<file path="src/rtl/hazard_controller.sv">
// ---------------------------------------------------------------------------
// hazard_controller
//
// Purpose:
//    Hazard unit for a classic five-stage MIPS-style pipeline. It keeps its
//    own shadow copy of the E, M and W stage control fields and uses them to
//    produce stall, flush and forwarding controls for the datapath.
//
// Optional feature:
//    Define HAZARD_PERF_CNT_EN to build saturating stall/flush performance
//    counters. Without it, both counter ports read 0 and no counter flops
//    exist.
//
// Ports:
//    CLK                    clock, rising edge
//    RST                    asynchronous active-low reset
//    ValidD                 Decode holds a real instruction
//    RegWriteD              Decode instruction writes the register file
//    MemtoRegD              Decode instruction is a load
//    BranchD                Decode instruction is a branch resolved in Decode
//    RsD, RtD               Decode source registers
//    WriteRegD              Decode destination (after the RegDst mux)
//    StallF, StallD         hold Fetch and Fetch/Decode registers
//    FlushE                 clear of the Decode-to-Execute register
//    ForwardAE, ForwardBE   Execute operand select: 00 RF, 01 W, 10 M
//    ForwardAD, ForwardBD   Decode comparator operand from Memory
//    StallCount, FlushCount performance counters
// ---------------------------------------------------------------------------
module hazard_controller #(
   parameter int REG_ADDR_WIDTH = 5,
   parameter int CNT_WIDTH      = 16
) (
   input  logic                      CLK,
   input  logic                      RST,
   input  logic                      ValidD,
   input  logic                      RegWriteD,
   input  logic                      MemtoRegD,
   input  logic                      BranchD,
   input  logic [REG_ADDR_WIDTH-1:0] RsD,
   input  logic [REG_ADDR_WIDTH-1:0] RtD,
   input  logic [REG_ADDR_WIDTH-1:0] WriteRegD,
   output logic                      StallF,
   output logic                      StallD,
   output logic                      FlushE,
   output logic [1:0]                ForwardAE,
   output logic [1:0]                ForwardBE,
   output logic                      ForwardAD,
   output logic                      ForwardBD,
   output logic [CNT_WIDTH-1:0]      StallCount,
   output logic [CNT_WIDTH-1:0]      FlushCount
);

   // Shadow E stage: the only stage that needs its source registers.
   logic                      r_eValid;
   logic                      r_eRegWrite;
   logic                      r_eMemtoReg;
   logic [REG_ADDR_WIDTH-1:0] r_eWriteReg;
   logic [REG_ADDR_WIDTH-1:0] r_eRs;
   logic [REG_ADDR_WIDTH-1:0] r_eRt;

   // Shadow M stage.
   logic                      r_mValid;
   logic                      r_mRegWrite;
   logic                      r_mMemtoReg;
   logic [REG_ADDR_WIDTH-1:0] r_mWriteReg;

   // Shadow W stage. Its MemtoReg bit has no consumer once the value is in
   // Writeback (the forward source is the same either way), so it is not kept.
   logic                      r_wValid;
   logic                      r_wRegWrite;
   logic [REG_ADDR_WIDTH-1:0] r_wWriteReg;

   logic w_eWritesRsD, w_eWritesRtD;
   logic w_mWritesRsD, w_mWritesRtD;
   logic w_mWritesERs, w_mWritesERt;
   logic w_wWritesERs, w_wWritesERt;
   logic w_lwStall, w_branchStall, w_stall;

   // A stage produces register r only when it is a real, register-writing
   // instruction with a non-zero destination; r0 never forwards or stalls.
   function automatic logic writesReg(
      input logic                      valid,
      input logic                      regWrite,
      input logic [REG_ADDR_WIDTH-1:0] writeReg,
      input logic [REG_ADDR_WIDTH-1:0] r
   );
      return valid & regWrite & (writeReg == r) & (r != '0);
   endfunction

   assign w_eWritesRsD = writesReg(r_eValid, r_eRegWrite, r_eWriteReg, RsD);
   assign w_eWritesRtD = writesReg(r_eValid, r_eRegWrite, r_eWriteReg, RtD);
   assign w_mWritesRsD = writesReg(r_mValid, r_mRegWrite, r_mWriteReg, RsD);
   assign w_mWritesRtD = writesReg(r_mValid, r_mRegWrite, r_mWriteReg, RtD);
   assign w_mWritesERs = writesReg(r_mValid, r_mRegWrite, r_mWriteReg, r_eRs);
   assign w_mWritesERt = writesReg(r_mValid, r_mRegWrite, r_mWriteReg, r_eRt);
   assign w_wWritesERs = writesReg(r_wValid, r_wRegWrite, r_wWriteReg, r_eRs);
   assign w_wWritesERt = writesReg(r_wValid, r_wRegWrite, r_wWriteReg, r_eRt);

   // A load in E cannot forward to a dependent instruction in Decode yet.
   assign w_lwStall = r_eMemtoReg & (w_eWritesRsD | w_eWritesRtD);

   // The Decode comparator can only take a value from M, and only if it is an
   // ALU result; anything still in E, or a load in M, must wait.
   assign w_branchStall = BranchD &
                          ((w_eWritesRsD | w_eWritesRtD) |
                           (r_mMemtoReg & (w_mWritesRsD | w_mWritesRtD)));

   // Both stall causes collapse into one stall; gating with RST drops a stall
   // the moment reset is asserted, independent of the shadow clear.
   assign w_stall = RST & ValidD & (w_lwStall | w_branchStall);

   assign StallF = w_stall;
   assign StallD = w_stall;
   assign FlushE = w_stall;

   // Memory is the younger producer, so it wins over Writeback.
   assign ForwardAE = w_mWritesERs ? 2'b10 : (w_wWritesERs ? 2'b01 : 2'b00);
   assign ForwardBE = w_mWritesERt ? 2'b10 : (w_wWritesERt ? 2'b01 : 2'b00);

   // The register file writes in the first half-cycle, so Writeback never
   // needs a path to Decode.
   assign ForwardAD = w_mWritesRsD;
   assign ForwardBD = w_mWritesRtD;

   // Shadow pipeline. E mirrors the Decode-to-Execute register: it clears on
   // the same FlushE and reset, and takes a bubble when Decode is empty.
   always_ff @(posedge CLK or negedge RST) begin
      if (!RST) begin
         r_eValid    <= 1'b0;
         r_eRegWrite <= 1'b0;
         r_eMemtoReg <= 1'b0;
         r_eWriteReg <= '0;
         r_eRs       <= '0;
         r_eRt       <= '0;
         r_mValid    <= 1'b0;
         r_mRegWrite <= 1'b0;
         r_mMemtoReg <= 1'b0;
         r_mWriteReg <= '0;
         r_wValid    <= 1'b0;
         r_wRegWrite <= 1'b0;
         r_wWriteReg <= '0;
      end else begin
         r_wValid    <= r_mValid;
         r_wRegWrite <= r_mRegWrite;
         r_wWriteReg <= r_mWriteReg;
         r_mValid    <= r_eValid;
         r_mRegWrite <= r_eRegWrite;
         r_mMemtoReg <= r_eMemtoReg;
         r_mWriteReg <= r_eWriteReg;
         if (w_stall) begin
            r_eValid    <= 1'b0;
            r_eRegWrite <= 1'b0;
            r_eMemtoReg <= 1'b0;
            r_eWriteReg <= '0;
            r_eRs       <= '0;
            r_eRt       <= '0;
         end else begin
            r_eValid    <= ValidD;
            r_eRegWrite <= RegWriteD;
            r_eMemtoReg <= MemtoRegD;
            r_eWriteReg <= WriteRegD;
            r_eRs       <= RsD;
            r_eRt       <= RtD;
         end
      end
   end

`ifdef HAZARD_PERF_CNT_EN
   localparam logic [CNT_WIDTH-1:0] CNT_ONE = CNT_WIDTH'(1);

   logic [CNT_WIDTH-1:0] r_stallCount;
   logic [CNT_WIDTH-1:0] r_flushCount;

   // Saturating counters: once all-ones they hold rather than wrap.
   always_ff @(posedge CLK or negedge RST) begin
      if (!RST) begin
         r_stallCount <= '0;
         r_flushCount <= '0;
      end else begin
         if (w_stall && (r_stallCount != '1)) begin
            r_stallCount <= r_stallCount + CNT_ONE;
         end
         if (w_stall && (r_flushCount != '1)) begin
            r_flushCount <= r_flushCount + CNT_ONE;
         end
      end
   end

   assign StallCount = r_stallCount;
   assign FlushCount = r_flushCount;
`else
   assign StallCount = '0;
   assign FlushCount = '0;
`endif

endmodule
</file>
<file path="config.mk">
export PLATFORM = sky130hd
export DESIGN_NAME = hazard_controller
export DESIGN_NICKNAME = d
export VERILOG_FILES = /design/src/rtl/hazard_controller.sv
export SDC_FILE = /design/constraint.sdc
export NUM_CORES = 1
export LEC_CHECK = 0
export CAP_MARGIN = 20
export CORE_ASPECT_RATIO = 0.6
export CORE_MARGIN = 4
export CORE_UTILIZATION = 45
export CTS_CLUSTER_DIAMETER = 200
export DETAILED_ROUTE_END_ITERATION = 16
export PLACE_DENSITY = 0.9
export SETUP_SLACK_MARGIN = 0.3
export SLEW_MARGIN = 20
export SYNTH_ARGS = -nofsm -noshare
export SYNTH_HDL_FRONTEND = slang
export SYNTH_SLANG_ARGS = --single-unit
</file>
<file path="constraint.sdc">
create_clock -name CLK -period 3.5 [get_ports CLK]
set_input_delay 0.875 -clock CLK [delete_from_list [all_inputs] [get_ports CLK]]
set_output_delay 0.875 -clock CLK [all_outputs]
set_load 0.005 [all_outputs]
</file>
# Yosys cells after proc, flatten, opt, wreduce, memory -nomap -nowiden

Cells that the tools add are included.

Equality and inequality tests: 8
Muxes and demuxes: 10
Bitwise gates (word level): 28
Reductions and logical operators: 4

Operator list:

| operator           | count |
|---|---|
| $eq A5 B5 Y1       | 8 |
| $and A1 B1 Y1      | 24 |
| $reduce_bool A5 Y1 | 4 |
| $mux W5            | 3 |
| $mux W1            | 5 |
| $mux W2            | 2 |
| $or A1 B1 Y1       | 4 |

Flip-flop bits (word level): 33
Output and inout bits: 41

# Logic depth before layout (Yosys ltp)

Gate-level depths: netlist of the first run.

Depth in word-level cells: 10
Gate-level depth with buffers: 8
Gate-level depth less buffers: 5

# Worst setup path after synthesis of the first run

OpenSTA, ideal clock, no wires.

Path kind: input port to output port
Start: in RtD[0]
End: out StallD
Arrival: 2.051 ns
Slack: 0.574 ns
Cell stages on the path: 7
Path buffers: 2
Path through: nor3_1 nand2_1 nor4b_2 o21a_1 buf_6 or2_2 buf_4

Longest elaborated chain between the ends: 9

RTL lines:

| item            | line | RTL |
|---|---|---|
| from (decl)     | 40   | `input logic [REG_ADDR_WIDTH-1:0] RtD,` |
| $eq A5 B5 Y1    | 87   | `return valid & regWrite & (writeReg == r) & (r != '0);` |
| $and A1 B1 Y1   | 87   |  |
| $and A1 B1 Y1 * | 87   |  |
| net ForwardBD   | 48   | `output logic ForwardBD,` |
| $or A1 B1 Y1 *  | 106  | `(r_mMemtoReg & (w_mWritesRsD \| w_mWritesRtD)));` |
| $and A1 B1 Y1 * | 106  |  |
| $or A1 B1 Y1 *  | 105  | `((w_eWritesRsD \| w_eWritesRtD) \|` |
| $and A1 B1 Y1 * | 104  | `assign w_branchStall = BranchD &` |
| $or A1 B1 Y1 *  | 110  | `assign w_stall = RST & ValidD & (w_lwStall \| w_branchStall);` |
| $and A1 B1 Y1 * | 110  |  |
| to (decl)       | 43   | `output logic StallD,` |

The timed path passes the listed nets; every way through them passes the cells marked *.

# Worst setup path after layout of the first run

Start: reg r_mWriteReg[0]
End: out ForwardBE[1]

Longest elaborated chain between the ends: 4

RTL lines:

| item                       | line | RTL |
|---|---|---|
| from (decl)                | 65   | `logic [REG_ADDR_WIDTH-1:0] r_mWriteReg;` |
| from (signal assigned)     | 149  | `r_mWriteReg <= r_eWriteReg;` |
| $eq A5 B5 Y1               | 87   |  |
| $and A1 B1 Y1 (2 in a row) | 87   |  |
| $mux W2                    | 118  | `assign ForwardBE = w_mWritesERt ? 2'b10 : (w_wWritesERt ? 2'b01 : 2'b00);` |
| to (decl)                  | 46   | `output logic [1:0] ForwardBE,` |

Every way passes these cells.

==> results of run 1 <==
timing repair:
action / in CTS / in global routing
endpoints found under the setup margin: 6 / 5
hold buffers: 0 / 0
endpoints found under the hold margin: 0 / 0
gates resized for setup: 45 / 6
pin swaps: 17 / 7
setup buffers: 4 / 1
worst max path at each step:
| stage | from | to | slack [ns] | depth (start not counted) |
|---|---|---|---|---|
| after global placement | RtD[1] | FlushE | -0.28 | 7 |
| after global routing | r_eRs[1] | ForwardAE[0] | 0.17 | 5 |
| after CTS | RtD[4] | FlushE | 0.28 | 8 |
| after detailed placement | RtD[2] | FlushE | -0.27 | 7 |
| after floorplan | RtD[0] | StallD | 0.57 | 7 |
| final | r_mWriteReg[0] | ForwardBE[1] | 0.38 | 5 |
flip-flops by register name, summed over array words and instances, names as in the netlist, 5 cells and up:
name / cells
r_eRs: 5
r_mWriteReg: 5
r_eWriteReg: 5
r_wWriteReg: 5
r_eRt: 5
kinds of logic (layout without fill, tap and decap cells):
family	count (synthesis)	count (layout)
DFF	33	33
other	1	32
xor gates and xnor gates	38	38
and+or+nand+nor	51	51
buffers and inverters	43	56
AOI/OAI and AO/OA	4	4
metal layers:
metal	GRT usage [%]	vias to the layer above
li1	-	591
met1	21.10	610
met2	26.15	51
met3	5.447	11
met4	5.579	0
met5	0	-
cells in the final DEF (no fill, tap or decap), types with 2 or more instances in the layout:
cell / netlist / routed
xnor2_1: 28 / 28
nand2_1: 3 / 3
buf_2: 0 / 5
clkdlybuf4s15_1: 0 / 2
nor4_1: 4 / 4
nand4_1: 8 / 8
nor2_1: 5 / 4
inv_1: 2 / 2
xor2_1: 10 / 9
dfrtp_1: 33 / 33
buf_4: 36 / 17
nor3_1: 4 / 2
clkdlybuf4s15_2: 0 / 4
nor3_2: 0 / 2
clkbuf_2: 2 / 2
conb_1: 1 / 32
clkbuf_8: 0 / 6
or4_1: 2 / 2
nor3b_1: 18 / 18
clkdlybuf4s50_1: 0 / 13
nand3_1: 3 / 3
dlygate4sd2_1: 0 / 2
cell type report:
class	count	area share, %
clock inverters	1	1.330
flip-flops and latches	33	36.57
repair buffers	46	17.17
inverters	2	0.3324
well taps	47	2.604
clock buffers	7	3.823
multi-input cells	125	38.17
through the flow:
| stage | instances | utilization (%) |
|---|---|---|
| floorplan | 201 | - |
| global placement | 248 | 54.93 |
| detailed placement | 248 | 54.93 |
| CTS | 260 | 58.82 |
| global route | 261 | 58.99 |
| finish | 261 | 58.99 |
power breakdown:
part           internal (mW)  leakage (nW)  total (mW)  switching [mW]
registers              0.402         0.385       0.427          0.0254
logic                 0.0611         0.542       0.117          0.0555
clock network          0.232        0.0585       0.367           0.135
total                  0.695         0.986       0.911           0.216
critical path, stage by stage, from the launching register on:
cell and delay (ns):
dfrtp_1 0.47, xor2_1 0.20, a221oi_1 0.21, nand3_1 0.10, nor4_1 0.38, clkdlybuf4s50_1 0.60
==> reports/results.ini, run 1 <==
[layout]
nets=234
multi_input_area_um2=862.1
register_area_um2=825.8
area_growth_pct=21.30
stdcell_area_mm2=0.002258
drive_gt1_share_pct=20.09
fillers=322
antenna_cells=0

[worst_setup_path]
required_ns=2.62
critPathLaunchType=register
r2r_start=r_mWriteReg[2]
cp-end-kind=output pin
crit_fanout=5
reg2reg_to=r_eRt[2]
r2r_slack_ns=1.55
critPathKind=reg -> out
ff2ff_path_depth=8
arrival_ns=2.25

[timing]
finClkSkew_ns=0.002084
finalHoldViolCount=0
setup_viol=0
rsz0062_at_grt=true
hold_slack_ns=0.3794
finalMaxSlewViolations=0
post-route-period-util_pct=89.20
fmax_mhz=320.3
setup_tns_ns=0
fin_ws_ns=0.3780
min_period_ns=3.122

[run_status]
outcome=complete, no violations

[placement]
placed_cell_area_mm2=0.002103
port_buffers=29
pre_cts_ws_ns=-0.2692
dp_hpwl_um=3041
routabilityCongestion=0.8293

[global_routing]
grt_antenna_before_repair=0
grtUsageTotal_pct=16.36
grt.overflow.total=0
grt_pass1_wl_um=6624
grt_max_degree=30
grt_pass1_vias=1352

[synth]
synthDistinctLibCells=23
ys_ff_latch=33
seq_area_frac_synth_pct=44.35
ys.flop_type=dfrtp_1
yosys_warnings=0
netlist.area_leader.share_pct=44.35
ys_top_cells_by_area=dfrtp_1, buf_4, xnor2_1, nor3b_1, xor2_1
synth-edff-count=0
syn_inst=170
yosysMostFrequentCell=buf_4
synth_top_family_by_area=simple AND/OR/NAND/NOR gates
netlist_area_mm2=0.001862
synth-compound-area-share_pct=2.285
ys_async_sr_fraction_pct=100.0
yosysTopAreaCell=dfrtp_1
synth.avg_cell_area_um2=10.95
synthSimpleGateAreaFrac_pct=18.01
synth.area.mux_share_pct=0
yosys-top-cells-count=buf_4, dfrtp_1, xnor2_1
yosys.area_share.adder_pct=0
synth_xor_xnor_area_share_pct=17.88

[min_path]
hp-start=r_mValid
hold_path_class=reg -> reg
whs_path_depth=0
holdPathEnd=r_wValid

[detailed_routing]
drt-total-wl_um=4079
firstDrtPassIters=4
dr_wl_met3_um=305
wl_met2_um=1912
routed_via_density=4.839
ant_nets=0
top_layer=met4
wl_per_cell_um=15.63
drc=0
met1_length_um=1801
first_iter_violations=59
vias=1263

[clocking]
root_buffer=clkbuf_8
cts_tree=done
clkSinkCount=33
htreeDepth=2
clockBufferDepth=2
clock_latency_ns=0.28
worst_setup_hold_path_clk_slew_ns=0.07
cts_buffers=5

[run]
maxCapViolCount=0

[floorplanning]
die_w_um=91.04
boundaryPins=62
die-area_mm2=0.005264
rows=17
die_h_um=57.83
core_region_area_mm2=0.003829
start_util_pct=48.63

[power_and_ir_drop]
cellPowerDensity_mw_per_mm2=403.3
p_leak_nw=0.9856
vdd_drop_max_mv=0.2507
power.total_mw=0.9109

Power figures use the tool's default switching activity.
==> run 2: changes to the inputs <==
--- a/config.mk
+++ b/config.mk
@@ -5,7 +5,7 @@
 export SDC_FILE = /design/constraint.sdc
 export NUM_CORES = 1
 export LEC_CHECK = 0
-export CAP_MARGIN = 20
+export CAP_MARGIN = 5
 export CORE_ASPECT_RATIO = 0.6
 export CORE_MARGIN = 4
 export CORE_UTILIZATION = 45
==> results of run 2 <==
Same layout as run 1: the final DEF is identical, and so are final timing and power.
==> run 3: changes to the inputs <==
--- a/config.mk
+++ b/config.mk
@@ -11,6 +11,7 @@
 export CORE_UTILIZATION = 45
 export CTS_CLUSTER_DIAMETER = 200
 export DETAILED_ROUTE_END_ITERATION = 16
+export MAX_ROUTING_LAYER = met4
 export PLACE_DENSITY = 0.9
 export SETUP_SLACK_MARGIN = 0.3
 export SLEW_MARGIN = 20
==> reports/results.ini, run 3 (same netlist as run 1, synthesis figures left out) <==
[timing]
finClkSkew_ns=0.001388
fmax_mhz=320.7
finalHoldViolCount=0
finalMaxSlewViolations=0
min_period_ns=3.118
setup_viol=0
rsz0062_at_grt=true
fin_ws_ns=0.3820
post-route-period-util_pct=89.08

[layout]
fin_cells=261
area_growth_pct=21.30
drive_gt1_share_pct=20.09
multi_input_area_um2=862.1
register_area_um2=825.8
nets=234
fillers=322
final_cell_mix=dfrtp_1, conb_1, xnor2_1
antenna_cells=0
utilization_pct=58.99
stdcell_area_mm2=0.002258
layout_commonest_cell=dfrtp_1

[global_routing]
grt_antenna_before_repair=0
grt.overflow.total=0
grt_max_degree=30
grt_pass1_wl_um=6630
grt_pass1_vias=1352
grtUsageTotal_pct=16.88

[clocking]
cts_buffers=5
clock_latency_ns=0.28
htreeDepth=2
clkSinkCount=33
cts_tree=done
worst_setup_hold_path_clk_slew_ns=0.07
ctsHoldBuffers=0
clockBufferDepth=2
root_buffer=clkbuf_8

[placement]
routabilityCongestion=0.8419
pre_cts_ws_ns=-0.2692
dp_hpwl_um=3041
port_buffers=29
dp_cells=248
placed_cell_area_mm2=0.002103

[worst_setup_path]
crit_family=buffers and inverters
crit_start=r_mWriteReg[0]
crit_chain=xor2_1 > a221oi_1 > nand3_1 > nor4_1 > clkdlybuf4s50_1
arrival_ns=2.24
crit_fanout=5
r2r_start=r_mWriteReg[2]
critical-path-max-stage-delay_ns=0.60
cp-end-kind=output pin
crit_slowest_cell=clkdlybuf4s50_1
critPathLaunchType=register
path_buf_inv=1
critPathKind=reg -> out
required_ns=2.62

[power_and_ir_drop]
cellPowerDensity_mw_per_mm2=404.2
vdd_drop_max_mv=0.2503
p_leak_nw=0.9856

[detailed_routing]
firstDrtPassIters=4
drt-total-wl_um=4075
vias=1264
drc=0
ant_nets=0
routed_via_density=4.843
wl_per_cell_um=15.61
first_iter_violations=63

[floorplanning]
boundaryPins=62
die_w_um=91.04
die_h_um=57.83
start_util_pct=48.63
die-area_mm2=0.005264
rows=17
core_region_area_mm2=0.003829

[min_path]
hp-start=r_mValid
hold_path_class=reg -> reg

[run_status]
outcome=complete, no violations

[run]
maxCapViolCount=0

## run 3: cell counts in the layout (fill, tap and decap cells not counted)
Identical to the previous run, type by type.
## run 3: where the power goes
part           total [mW]  switching (mW)  leakage (nW)  internal [mW]
clock               0.369           0.137        0.0585          0.232
combinational       0.117          0.0554         0.542         0.0611
sequential          0.427          0.0254         0.385          0.402
total               0.913           0.218         0.986          0.695
## run 3: timing repair
action | CTS | global route
resized for setup | 45 | 6
endpoints found under the hold margin | 0 | 0
pin swaps | 17 | 7
endpoints found under the setup margin | 6 | 5
setup buffers | 4 | 1
## run 3: cell type report
type / instances / share of cell area [%]
multi-input combinational: 125 / 38.17
sequential: 33 / 36.57
timing repair buffer: 46 / 17.17
clock buffer: 7 / 3.823
tap: 47 / 2.604
clock inverter: 1 / 1.330
inverter: 2 / 0.3324
## run 3: final timing paths
path                           endpoint  slack, ns  depth (start not counted)
min reg2reg                    r_wValid       0.38                          0
max in group asynchronous      r_eRs[4]       2.12                          2
max                        ForwardBE[1]       0.38                          5
max reg2reg                    r_eRt[2]       1.57                          8
min in group asynchronous      r_eValid       0.99                          2
min                            r_wValid       0.38                          0
## run 3: per-stage QoR
stage               setup TNS [ns]  hold slack (ns)  power (mW)
floorplan                        0           0.3529      0.5167
global placement           -0.9534           0.3588      0.5438
detailed placement         -0.9730           0.3609      0.5497
CTS                              0           0.3799      0.9177
global route                     0           0.3954      0.9570
finish                           0           0.3805      0.9128
## run 3: per-layer routing
metal | part of all wire (%) | routed length (µm) | up-vias | GRT usage, %
li1 | - | - | 593 | -
met1 | 44 | 1793 | 613 | 21.35
met2 | 47 | 1910 | 51 | 26.15
met3 | 8.0 | 327 | 7 | 5.058
met4 | 1.1 | 43 | 0 | 5.579
met5 | 0 | 0 | - | -
